## config.mk

```make
export PLATFORM = sky130hd
export DESIGN_NAME = mem_ctrl_flat
export DESIGN_NICKNAME = d
export VERILOG_FILES = /design/src/rtl/mem_ctrl_if.sv /design/src/rtl/mem_ctrl.sv /design/src/flat_wrapper.sv
export SDC_FILE = /design/constraint.sdc
export NUM_CORES = 1
export LEC_CHECK = 0
export CORE_MARGIN = 1.5
export CORE_UTILIZATION = 40
export DETAILED_ROUTE_END_ITERATION = 7
export DONT_BUFFER_PORTS = 1
export PLACE_DENSITY_LB_ADDON = 0.3
export RECOVER_POWER = 100
export SLEW_MARGIN = 5
export SYNTH_ARGS = -nofsm -noshare
export SYNTH_HDL_FRONTEND = slang
export SYNTH_SLANG_ARGS = --single-unit
```

## constraint.sdc

```tcl
create_clock -name clk -period 2.44 [get_ports clk]
set_input_delay 0.366 -clock clk [delete_from_list [all_inputs] [get_ports clk]]
set_output_delay 0.366 -clock clk [all_outputs]
set_load 0.02 [all_outputs]
```

## src/rtl/mem_ctrl_if.sv

```systemverilog
// mem_ctrl_if: request/response and byte-wide RAM signals of mem_ctrl
// master: requester + RAM side (drives requests and ram_din); slave: mem_ctrl itself.
interface mem_ctrl_if #(
  parameter int ADDR_W = 32
);
  logic              if_req;
  logic [ADDR_W-1:0] if_addr;
  logic              if_done;
  logic [31:0]       if_inst;
  logic              mem_req;
  logic              mem_we;
  logic [1:0]        mem_len;
  logic              mem_sign;
  logic [ADDR_W-1:0] mem_addr;
  logic [31:0]       mem_wdata;
  logic              mem_done;
  logic [31:0]       mem_rdata;
  logic [ADDR_W-1:0] ram_a;
  logic              ram_wr;
  logic [7:0]        ram_dout;
  logic [7:0]        ram_din;
  logic              busy;
  modport master (
    output if_req, if_addr, mem_req, mem_we, mem_len, mem_sign, mem_addr, mem_wdata, ram_din,
    input  if_done, if_inst, mem_done, mem_rdata, ram_a, ram_wr, ram_dout, busy
  );
  modport slave (
    input  if_req, if_addr, mem_req, mem_we, mem_len, mem_sign, mem_addr, mem_wdata, ram_din,
    output if_done, if_inst, mem_done, mem_rdata, ram_a, ram_wr, ram_dout, busy
  );
endinterface

```

## src/rtl/mem_ctrl.sv

```systemverilog
// mem_ctrl: byte-serial RAM sequencer arbitrating instruction fetch and load/store accesses
// Ports: clk, rst (sync, active-high); bus (mem_ctrl_if.slave): fetch req/addr/done/inst,
//   load/store req/we/len/sign/addr/wdata/done/rdata, RAM a/wr/dout/din, busy.
// MEMCTRL_FETCH_ABORT_EN: adds input if_abort, which drops an in-flight fetch.
module mem_ctrl #(
  parameter int ADDR_W = 32
) (
  input logic clk,
  input logic rst,
`ifdef MEMCTRL_FETCH_ABORT_EN
  input logic if_abort,
`endif
  mem_ctrl_if.slave bus
);
  typedef enum logic [1:0] {IDLE, READ, WRITE} state_t;
  state_t            r_state, w_next;
  logic [2:0]        r_cnt, r_n, w_len_n;
  logic              r_is_mem, r_sign, r_if_done, r_mem_done;
  logic [ADDR_W-1:0] r_base;
  logic [31:0]       r_wdata, r_buf, r_if_inst, r_mem_rdata, w_buf, w_ext;
  logic              w_abort, w_acc_mem, w_acc_if, w_kill, w_drive;
`ifdef MEMCTRL_FETCH_ABORT_EN
  assign w_abort = if_abort;
`else
  assign w_abort = 1'b0;
`endif
  // a requester still showing its done pulse must not be re-accepted on the same request
  assign w_acc_mem = bus.mem_req && !r_mem_done;
  assign w_acc_if  = bus.if_req && !r_if_done && !w_abort;
  assign w_kill    = r_state == READ && !r_is_mem && w_abort;
  assign w_len_n   = bus.mem_len == 2'd0 ? 3'd1 : bus.mem_len == 2'd1 ? 3'd2 : 3'd4;
  always_ff @(posedge clk)
    if (rst) r_state <= IDLE;
    else r_state <= w_next;
  always_comb begin
    w_next = r_state;
    case (r_state)
      IDLE:    w_next = w_acc_mem ? (bus.mem_we ? WRITE : READ) : (w_acc_if ? READ : IDLE);
      READ:    w_next = (w_kill || r_cnt == r_n) ? IDLE : READ;
      WRITE:   w_next = (r_cnt == r_n - 3'd1) ? IDLE : WRITE;
      default: w_next = IDLE;
    endcase
  end
  // ram_din lags the address by one cycle, so cycle c delivers byte c-1
  always_comb begin
    w_buf = r_buf;
    if (r_cnt != 3'd0) w_buf[{r_cnt[1:0] - 2'd1, 3'b000} +: 8] = bus.ram_din;
  end
  assign w_ext = r_n == 3'd1 ? {{24{r_sign & w_buf[7]}}, w_buf[7:0]} :
                 r_n == 3'd2 ? {{16{r_sign & w_buf[15]}}, w_buf[15:0]} : w_buf;
  always_ff @(posedge clk) begin
    if (rst) begin
      r_cnt       <= 3'd0;
      r_n         <= 3'd0;
      r_is_mem    <= 1'b0;
      r_sign      <= 1'b0;
      r_base      <= '0;
      r_wdata     <= 32'd0;
      r_buf       <= 32'd0;
      r_if_done   <= 1'b0;
      r_mem_done  <= 1'b0;
      r_if_inst   <= 32'd0;
      r_mem_rdata <= 32'd0;
    end else begin
      r_if_done  <= 1'b0;
      r_mem_done <= 1'b0;
      r_cnt      <= (r_state == IDLE || w_next == IDLE) ? 3'd0 : r_cnt + 3'd1;
      if (r_state == IDLE) begin
        r_buf <= 32'd0;
        if (w_acc_mem) begin
          r_is_mem <= 1'b1;
          r_base   <= bus.mem_addr;
          r_n      <= w_len_n;
          r_sign   <= bus.mem_sign;
          r_wdata  <= bus.mem_wdata;
        end else if (w_acc_if) begin
          r_is_mem <= 1'b0;
          r_base   <= bus.if_addr;
          r_n      <= 3'd4;
          r_sign   <= 1'b0;
        end
      end else if (r_state == READ) begin
        r_buf <= w_buf;
        if (w_next == IDLE && !w_kill) begin
          if (r_is_mem) begin
            r_mem_done  <= 1'b1;
            r_mem_rdata <= w_ext;
          end else begin
            r_if_done <= 1'b1;
            r_if_inst <= w_buf;
          end
        end
      end else if (w_next == IDLE) r_mem_done <= 1'b1;
    end
  end
  assign w_drive      = r_state == WRITE || (r_state == READ && r_cnt != r_n);
  assign bus.ram_a    = w_drive ? r_base + ADDR_W'(r_cnt) : '0;
  assign bus.ram_wr   = r_state == WRITE;
  assign bus.ram_dout = r_state == WRITE ? r_wdata[{r_cnt[1:0], 3'b000} +: 8] : 8'd0;
  assign bus.busy      = r_state != IDLE;
  assign bus.if_done   = r_if_done;
  assign bus.if_inst   = r_if_inst;
  assign bus.mem_done  = r_mem_done;
  assign bus.mem_rdata = r_mem_rdata;
endmodule

```

## src/flat_wrapper.sv

```systemverilog
// flat-port wrapper written by rule: the top's interface ports become plain ports
module mem_ctrl_flat 
#(
  parameter int ADDR_W = 32
)
  (clk, rst, bus_if_req, bus_if_addr, bus_mem_req, bus_mem_we, bus_mem_len, bus_mem_sign, bus_mem_addr, bus_mem_wdata, bus_ram_din, bus_if_done, bus_if_inst, bus_mem_done, bus_mem_rdata, bus_ram_a, bus_ram_wr, bus_ram_dout, bus_busy);
  mem_ctrl_if #(.ADDR_W(ADDR_W)) bus_i ();
  input logic clk;
  input logic rst;
  input wire logic [$bits(bus_i.if_req)-1:0] bus_if_req;
  input wire logic [$bits(bus_i.if_addr)-1:0] bus_if_addr;
  input wire logic [$bits(bus_i.mem_req)-1:0] bus_mem_req;
  input wire logic [$bits(bus_i.mem_we)-1:0] bus_mem_we;
  input wire logic [$bits(bus_i.mem_len)-1:0] bus_mem_len;
  input wire logic [$bits(bus_i.mem_sign)-1:0] bus_mem_sign;
  input wire logic [$bits(bus_i.mem_addr)-1:0] bus_mem_addr;
  input wire logic [$bits(bus_i.mem_wdata)-1:0] bus_mem_wdata;
  input wire logic [$bits(bus_i.ram_din)-1:0] bus_ram_din;
  output wire logic [$bits(bus_i.if_done)-1:0] bus_if_done;
  output wire logic [$bits(bus_i.if_inst)-1:0] bus_if_inst;
  output wire logic [$bits(bus_i.mem_done)-1:0] bus_mem_done;
  output wire logic [$bits(bus_i.mem_rdata)-1:0] bus_mem_rdata;
  output wire logic [$bits(bus_i.ram_a)-1:0] bus_ram_a;
  output wire logic [$bits(bus_i.ram_wr)-1:0] bus_ram_wr;
  output wire logic [$bits(bus_i.ram_dout)-1:0] bus_ram_dout;
  output wire logic [$bits(bus_i.busy)-1:0] bus_busy;
  assign bus_i.if_req = bus_if_req;
  assign bus_i.if_addr = bus_if_addr;
  assign bus_i.mem_req = bus_mem_req;
  assign bus_i.mem_we = bus_mem_we;
  assign bus_i.mem_len = bus_mem_len;
  assign bus_i.mem_sign = bus_mem_sign;
  assign bus_i.mem_addr = bus_mem_addr;
  assign bus_i.mem_wdata = bus_mem_wdata;
  assign bus_i.ram_din = bus_ram_din;
  assign bus_if_done = bus_i.if_done;
  assign bus_if_inst = bus_i.if_inst;
  assign bus_mem_done = bus_i.mem_done;
  assign bus_mem_rdata = bus_i.mem_rdata;
  assign bus_ram_a = bus_i.ram_a;
  assign bus_ram_wr = bus_i.ram_wr;
  assign bus_ram_dout = bus_i.ram_dout;
  assign bus_busy = bus_i.busy;
  mem_ctrl #(.ADDR_W(ADDR_W)) u_core (.clk(clk), .rst(rst), .bus(bus_i));
endmodule
```

* Word level (Yosys, flattened, before mapping) *
Index checks and enable logic that the tools add are counted.

operators by class
  reduce and logical (&&, ||, !) cells = 20
  equality and inequality tests = 8
  shifts and indexed selects = 3
  multiplexer cells = 26
  bitwise gates (word level) = 6
  $add $sub $neg = 5

operators with widths
  cell                    number
  $mux 32                 6
  $add 32x3->32           1
  $bwmux 32               1
  $shift 8x7->32 const A  1
  $shiftx 32x6->8         1
  $shiftx 8x7->32         1
  $mux 3                  4
  $mux 1                  10
  $mux 8                  1
  $reduce_and 4->1        2
  $neg 5->7               1
  $eq 3x3->1              2
  $logic_not 2->1         3
  $mux 2                  3
  $pmux 2 s3              1
  $eq 2x1->1 const B      2
  $not 1->1               4
  $reduce_and 2->1        2
  $reduce_bool 2->1       2
  $reduce_or 2->1         2
  $reduce_or 4->1         1
  $add 3x1->3 const B     1
  $eq 3x1->1 const B      1
  $eq 3x2->1 const B      1
  other kinds (9)         14

storage, ports and cells
  logic and storage cells = 80
  register bits after elaboration = 172

* Longest topological paths before layout *
  word-level depth = 8
  gate-level depth with buffers = 11
  depth with buffers taken out = 8

* Worst setup path after synthesis *
OpenSTA, ideal clock, no wires.

  path kind = register to output
  start point = reg u_core.r_cnt[1]
  end point = out bus_ram_a[26]
  setup slack = -342 ps
  path buffers = 1
  required time = 2074 ps
  data arrival time = 2416 ps
  cell stages (with the launch flop) = 9
  path through = dfxtp_1 -> buf_2 -> inv_1 -> fa_1 -> nor2b_1 -> o21a_1 -> nand3_1 -> or3_1 -> a21oi_1

between the ends
  longest elaborated chain between the ends = 4
  elaborated cells on any way between the ends = 5
  classes of those cells = 1 x add/sub; 1 x eq/ne; 1 x mux; 2 x reduce/logical

ends and longest elaborated chain
  what                                                   RTL line            RTL
  start: declaration                                     mem_ctrl.sv:17      logic [2:0] r_cnt, r_n, w_len_n;
  start signal: assignment                               mem_ctrl.sv:67      r_cnt <= (r_state == IDLE || w_next == IDLE) ? 3'd0 : r_cnt + 3'd1;
  branches (longest 3 deep; another with $add 32x3->32)  -
  $mux 32 *                                              mem_ctrl.sv:97      assign bus.ram_a = w_drive ? r_base + ADDR_W'(r_cnt) : '0;
  end: declaration                                       flat_wrapper.sv:23  output wire logic [$bits(bus_i.ram_a)-1:0] bus_ram_a;

Mark *: on every way between the ends.

* Worst setup path in the final report *
  start point = reg u_core.r_base[0]
  end point = out bus_ram_a[12]

between the ends
  longest elaborated chain between the ends = 2

ends and longest elaborated chain
  what                      RTL line        RTL
  start: declaration        mem_ctrl.sv:19  logic [ADDR_W-1:0] r_base;
  start signal: assignment  mem_ctrl.sv:72  r_base <= bus.mem_addr;
  start signal: assignment  mem_ctrl.sv:78  r_base <= bus.if_addr;
  $add 32x3->32             mem_ctrl.sv:97
  $mux 32                   mem_ctrl.sv:97

Every way passes these cells.

==> flow_summary_export.csv <==
group,metric,value,unit
power_and_ir_drop,clockPowerShare,39.9,%
power_and_ir_drop,intPower,0.00534,W
synth,synth_cell_types,51,
detailed_routing,drt_iter0_markers,418,
grt,grt_overflow,0,
cells_and_area,final_nets,1142,
place,gp_congestion,0.826,
synth,syn_area,8100,µm²
run_status,violations,"negative setup slack",
timing,finClkSkew,0.0109,ns
critical_path,arrival,2.34,ns
timing,fin_tns_setup,-6.36,ns
cells_and_area,diodes,0,
cts,clock_latency,0.43,ns
critical_path,crit_required,2.07,ns
job,cap_violations,0,
timing,maxSlewHeadroom,27.9,%
grt,grt_usage,21.7,%
floorplanning,die_height,145,µm
timing,maxSlewViolCount,0,
timing,rsz0062_at_grt,"yes",
floorplanning,fp-row-count,51,
power_and_ir_drop,ir_worst_vdd,528,µV
critical_path,critPathKind,"reg2out",
place,dp_hpwl,15.3,mm
grt,grt_max_degree,150,
cts,cts_sinks,172,
critical_path,cp-start-kind,"flip-flop",
run_status,outcome,"finished, violations left",
synth,synth_seq_cells,172,
critical_path,crit_fanout,5,
synth,yosys_warnings,0,
critical_path,end_kind,"output port",
cts,clockBufferDepth,2,
timing,max_freq,0.370,GHz
critical_path,path_cells,"ha_4 > inv_2 > fa_2 > nor2b_4 > o21a_4 > buf_6 > nand4_1 > xor2_1 > nor2_1 > buf_4",
synth,synth-main-ff-cell,"dfxtp_1",
critical_path,cp_num_buf_inv,3,
synth,syn_nets,1090,
critical_path,critPathMaxStageDelay,0.36,ns
power_and_ir_drop,p_leak,3.69,nW
power_and_ir_drop,combPwrFrac,16.1,%
synth,async_flop_share,0,%
floorplanning,start_util,41.2,%
synth,synth-seq-area-share,42.5,%
power_and_ir_drop,p_seq_share,44.0,%
place,io_buffers,0,
power_and_ir_drop,p_sw_share,27.8,%
floorplanning,die_w,145,µm
cts,ctsHtreeMaxLevel,4,
detailed_routing,firstDrtPassIters,6,
power_and_ir_drop,p_switching,0.00206,W
timing,worst_slack,-0.263,ns
cts,clk_pin_slew,0.06,ns
detailed_routing,antenna_left,0,
cts,cts_root_buf,"clkbuf_16",
grt,antenna_found_initial,0,
cells_and_area,nFillCells,1869,
synth,synth-edff-count,0,
detailed_routing,wl_per_cell,18.0,µm
floorplanning,io-pin-count,220,
timing,finalCritPeriodShare,111,%
timing,hold_viol,0,
timing,setup_violations,61,
cts,cts_tree,"yes",
critical_path,cpLargestDelayFamily,"adder cells",
detailed_routing,viasPerCell,5.47,
cells_and_area,syn2layout_area_growth,26.3,%
min_path,min_path_type,"in2reg",
timing,worst_pin_slew,1.08,ns
synth,synth_cells,965,
power_and_ir_drop,power,0.00740,W
floorplanning,coreArea,19700,µm²
floorplanning,dieArea,21100,µm²
cts,numCtsBuffers,17,
detailed_routing,drc_errors,0,
detailed_routing,wl,23.3,mm
power_and_ir_drop,powerDensity,724,nW/µm²
timing,min_period,2.70,ns
synth,synth.avg_cell_area,8.39,µm²
grt,grt_pass1_vias,6638,
critical_path,crit_slowest_cell,"dfxtp_2",
detailed_routing,vias,7089,
grt,grt_pass1_wl,36.5,mm
cells_and_area,layout-drive-gt1-share,21.4,%
worst reg2reg max path, delay by kind of cell (launching register included):
family / cells / cell delay (ns)
and+or+nand+nor: 2 / 0.30
DFF: 1 / 0.35
buffers and inverters: 4 / 0.65
adders and majority gates: 1 / 0.41
AOI/OAI and AO/OA: 3 / 0.79
flip-flops by register name (all words and copies together), names as in the netlist:
name	flops
u_core.r_n	3
u_core.r_sign	1
u_core.r_cnt	3
u_core.bus.if_inst	32
u_core.bus.mem_done	1
u_core.r_is_mem	1
u_core.r_state	2
u_core.r_buf	32
u_core.bus.mem_rdata	32
u_core.bus.if_done	1
u_core.r_wdata	32
u_core.r_base	32
area by class of cell:
type / count / area [µm²] / share of cell area (%)
Clock buffer: 23 / 488 / 4.77
Sequential cell: 172 / 3480 / 34.0
Inverter: 14 / 52.6 / 0.514
Clock inverter: 9 / 158 / 1.54
Timing Repair Buffer: 105 / 998 / 9.77
Tap cell: 265 / 332 / 3.24
Multi-Input combinational cell: 707 / 4720 / 46.2
layout by cell type (no fill, tap or decap), types with 6 or more instances in the layout:
| cell | instances |
|---|---|
| and2_1 | 11 |
| o22ai_1 | 10 |
| o21ai_0 | 28 |
| xor2_1 | 18 |
| buf_6 | 25 |
| nor2_4 | 14 |
| a21oi_1 | 59 |
| mux2i_1 | 43 |
| ha_1 | 9 |
| nor2_1 | 165 |
| nand3_1 | 9 |
| mux4_2 | 8 |
| nor2b_1 | 15 |
| buf_4 | 56 |
| nor3_1 | 6 |
| a211oi_1 | 62 |
| buf_12 | 6 |
| dfxtp_2 | 12 |
| clkbuf_16 | 17 |
| a22o_1 | 7 |
| xnor2_1 | 6 |
| dfxtp_1 | 155 |
| nand2_1 | 99 |
| a311oi_1 | 7 |
| a22oi_1 | 31 |
| inv_1 | 13 |
| nand4_1 | 18 |
| a2bb2oi_1 | 8 |
repair_timing:
action	CTS	global route
hold buffers	2	2
setup buffers	12	7
pin swaps	10	24
gates resized for setup	74	74
gates cloned	3	0
endpoints found under the setup margin	32	81
hold endpoints to repair	3	2
path summary, 6_finish.rpt:
| check | cells past startpoint | start | slack [ns] | endpoint |
|---|---|---|---|---|
| hold reg to reg | 2 | u_core.r_wdata[0]$_SDFFE_PP0P_ | 0.45 | u_core.r_wdata[0]$_SDFFE_PP0P_ |
| hold / removal | 1 | rst | 0.05 | u_core.r_base[7]$_SDFFE_PP0P_ |
| setup reg to reg | 10 | u_core.r_cnt[0]$_SDFF_PP0_ | -0.12 | u_core.bus.mem_rdata[19]$_SDFFE_PP0P_ |
| setup / recovery | 10 | u_core.r_base[0]$_SDFFE_PP0P_ | -0.26 | bus_ram_a[12] |
cells in the mapped netlist, types with 10 or more instances:
master | instances | area share [%]
mux2i_1 | 43 | 5.3
nor2_1 | 183 | 8.5
dfxtp_1 | 172 | 43
clkbuf_1 | 43 | 2.0
a211oi_1 | 63 | 5.8
buf_2 | 18 | 1.1
xor2_1 | 21 | 2.3
a21oi_1 | 66 | 4.1
a22oi_1 | 33 | 3.1
nor2b_1 | 17 | 1.3
o21ai_0 | 29 | 1.8
inv_1 | 14 | 0.65
nand4_1 | 18 | 1.4
o22ai_1 | 10 | 0.77
ha_1 | 12 | 1.9
nand3_1 | 12 | 0.74
nand2_1 | 99 | 4.6
and2_1 | 14 | 1.1
metrics by stage:
step | area [µm²] | setup slack, ns | utilization (%) | hold slack (ns) | std cells
CTS | 9990 | -0.272 | 50.8 | 0.00170 | 1289
finish | 10200 | -0.263 | 52.0 | 0.0513 | 1295
global placement | 8830 | -0.0260 | 44.9 | 0.435 | 1240
floorplan | 8130 | 0.0239 | - | 0.433 | 965
detailed placement | 8830 | -0.0533 | 44.9 | 0.441 | 1240
global route | 10200 | -0.355 | 52.0 | 0.00690 | 1295
per-layer routing:
layer	routed length [µm]	GRT usage, %	vias to the layer above
li1	-	-	3510
met1	10400	29.3	3351
met2	11000	33.5	204
met3	1550	5.79	24
met4	336	6.89	0
met5	0	0	-
power by group through the flow:
stage	sequential (W)	combinational (W)	clock, W
2_1_floorplan	0.00325	0.000752	0
3_3_place_gp	0.00329	0.000988	0
3_5_place_dp	0.00330	0.00100	0
4_1_cts	0.00324	0.00117	0.00300
5_1_grt	0.00328	0.00131	0.00315
6_report	0.00325	0.00119	0.00295
kinds of logic (layout without fill, tap and decap cells):
| family | after synthesis | in the layout | synth area share (%) |
|---|---|---|---|
| multiplexers | 51 | 51 | 7.54 |
| adder cells (fa/ha/maj) | 13 | 13 | 2.10 |
| AND/OR/NAND/NOR | 375 | 375 | 20.8 |
| buffers and inverters | 86 | 151 | 4.40 |
| XOR/XNOR | 30 | 30 | 3.25 |
| AO/OA/AOI/OAI | 238 | 238 | 19.4 |
| flip-flops | 172 | 172 | 42.5 |
Note: power is estimated with default switching activity, not from simulation.
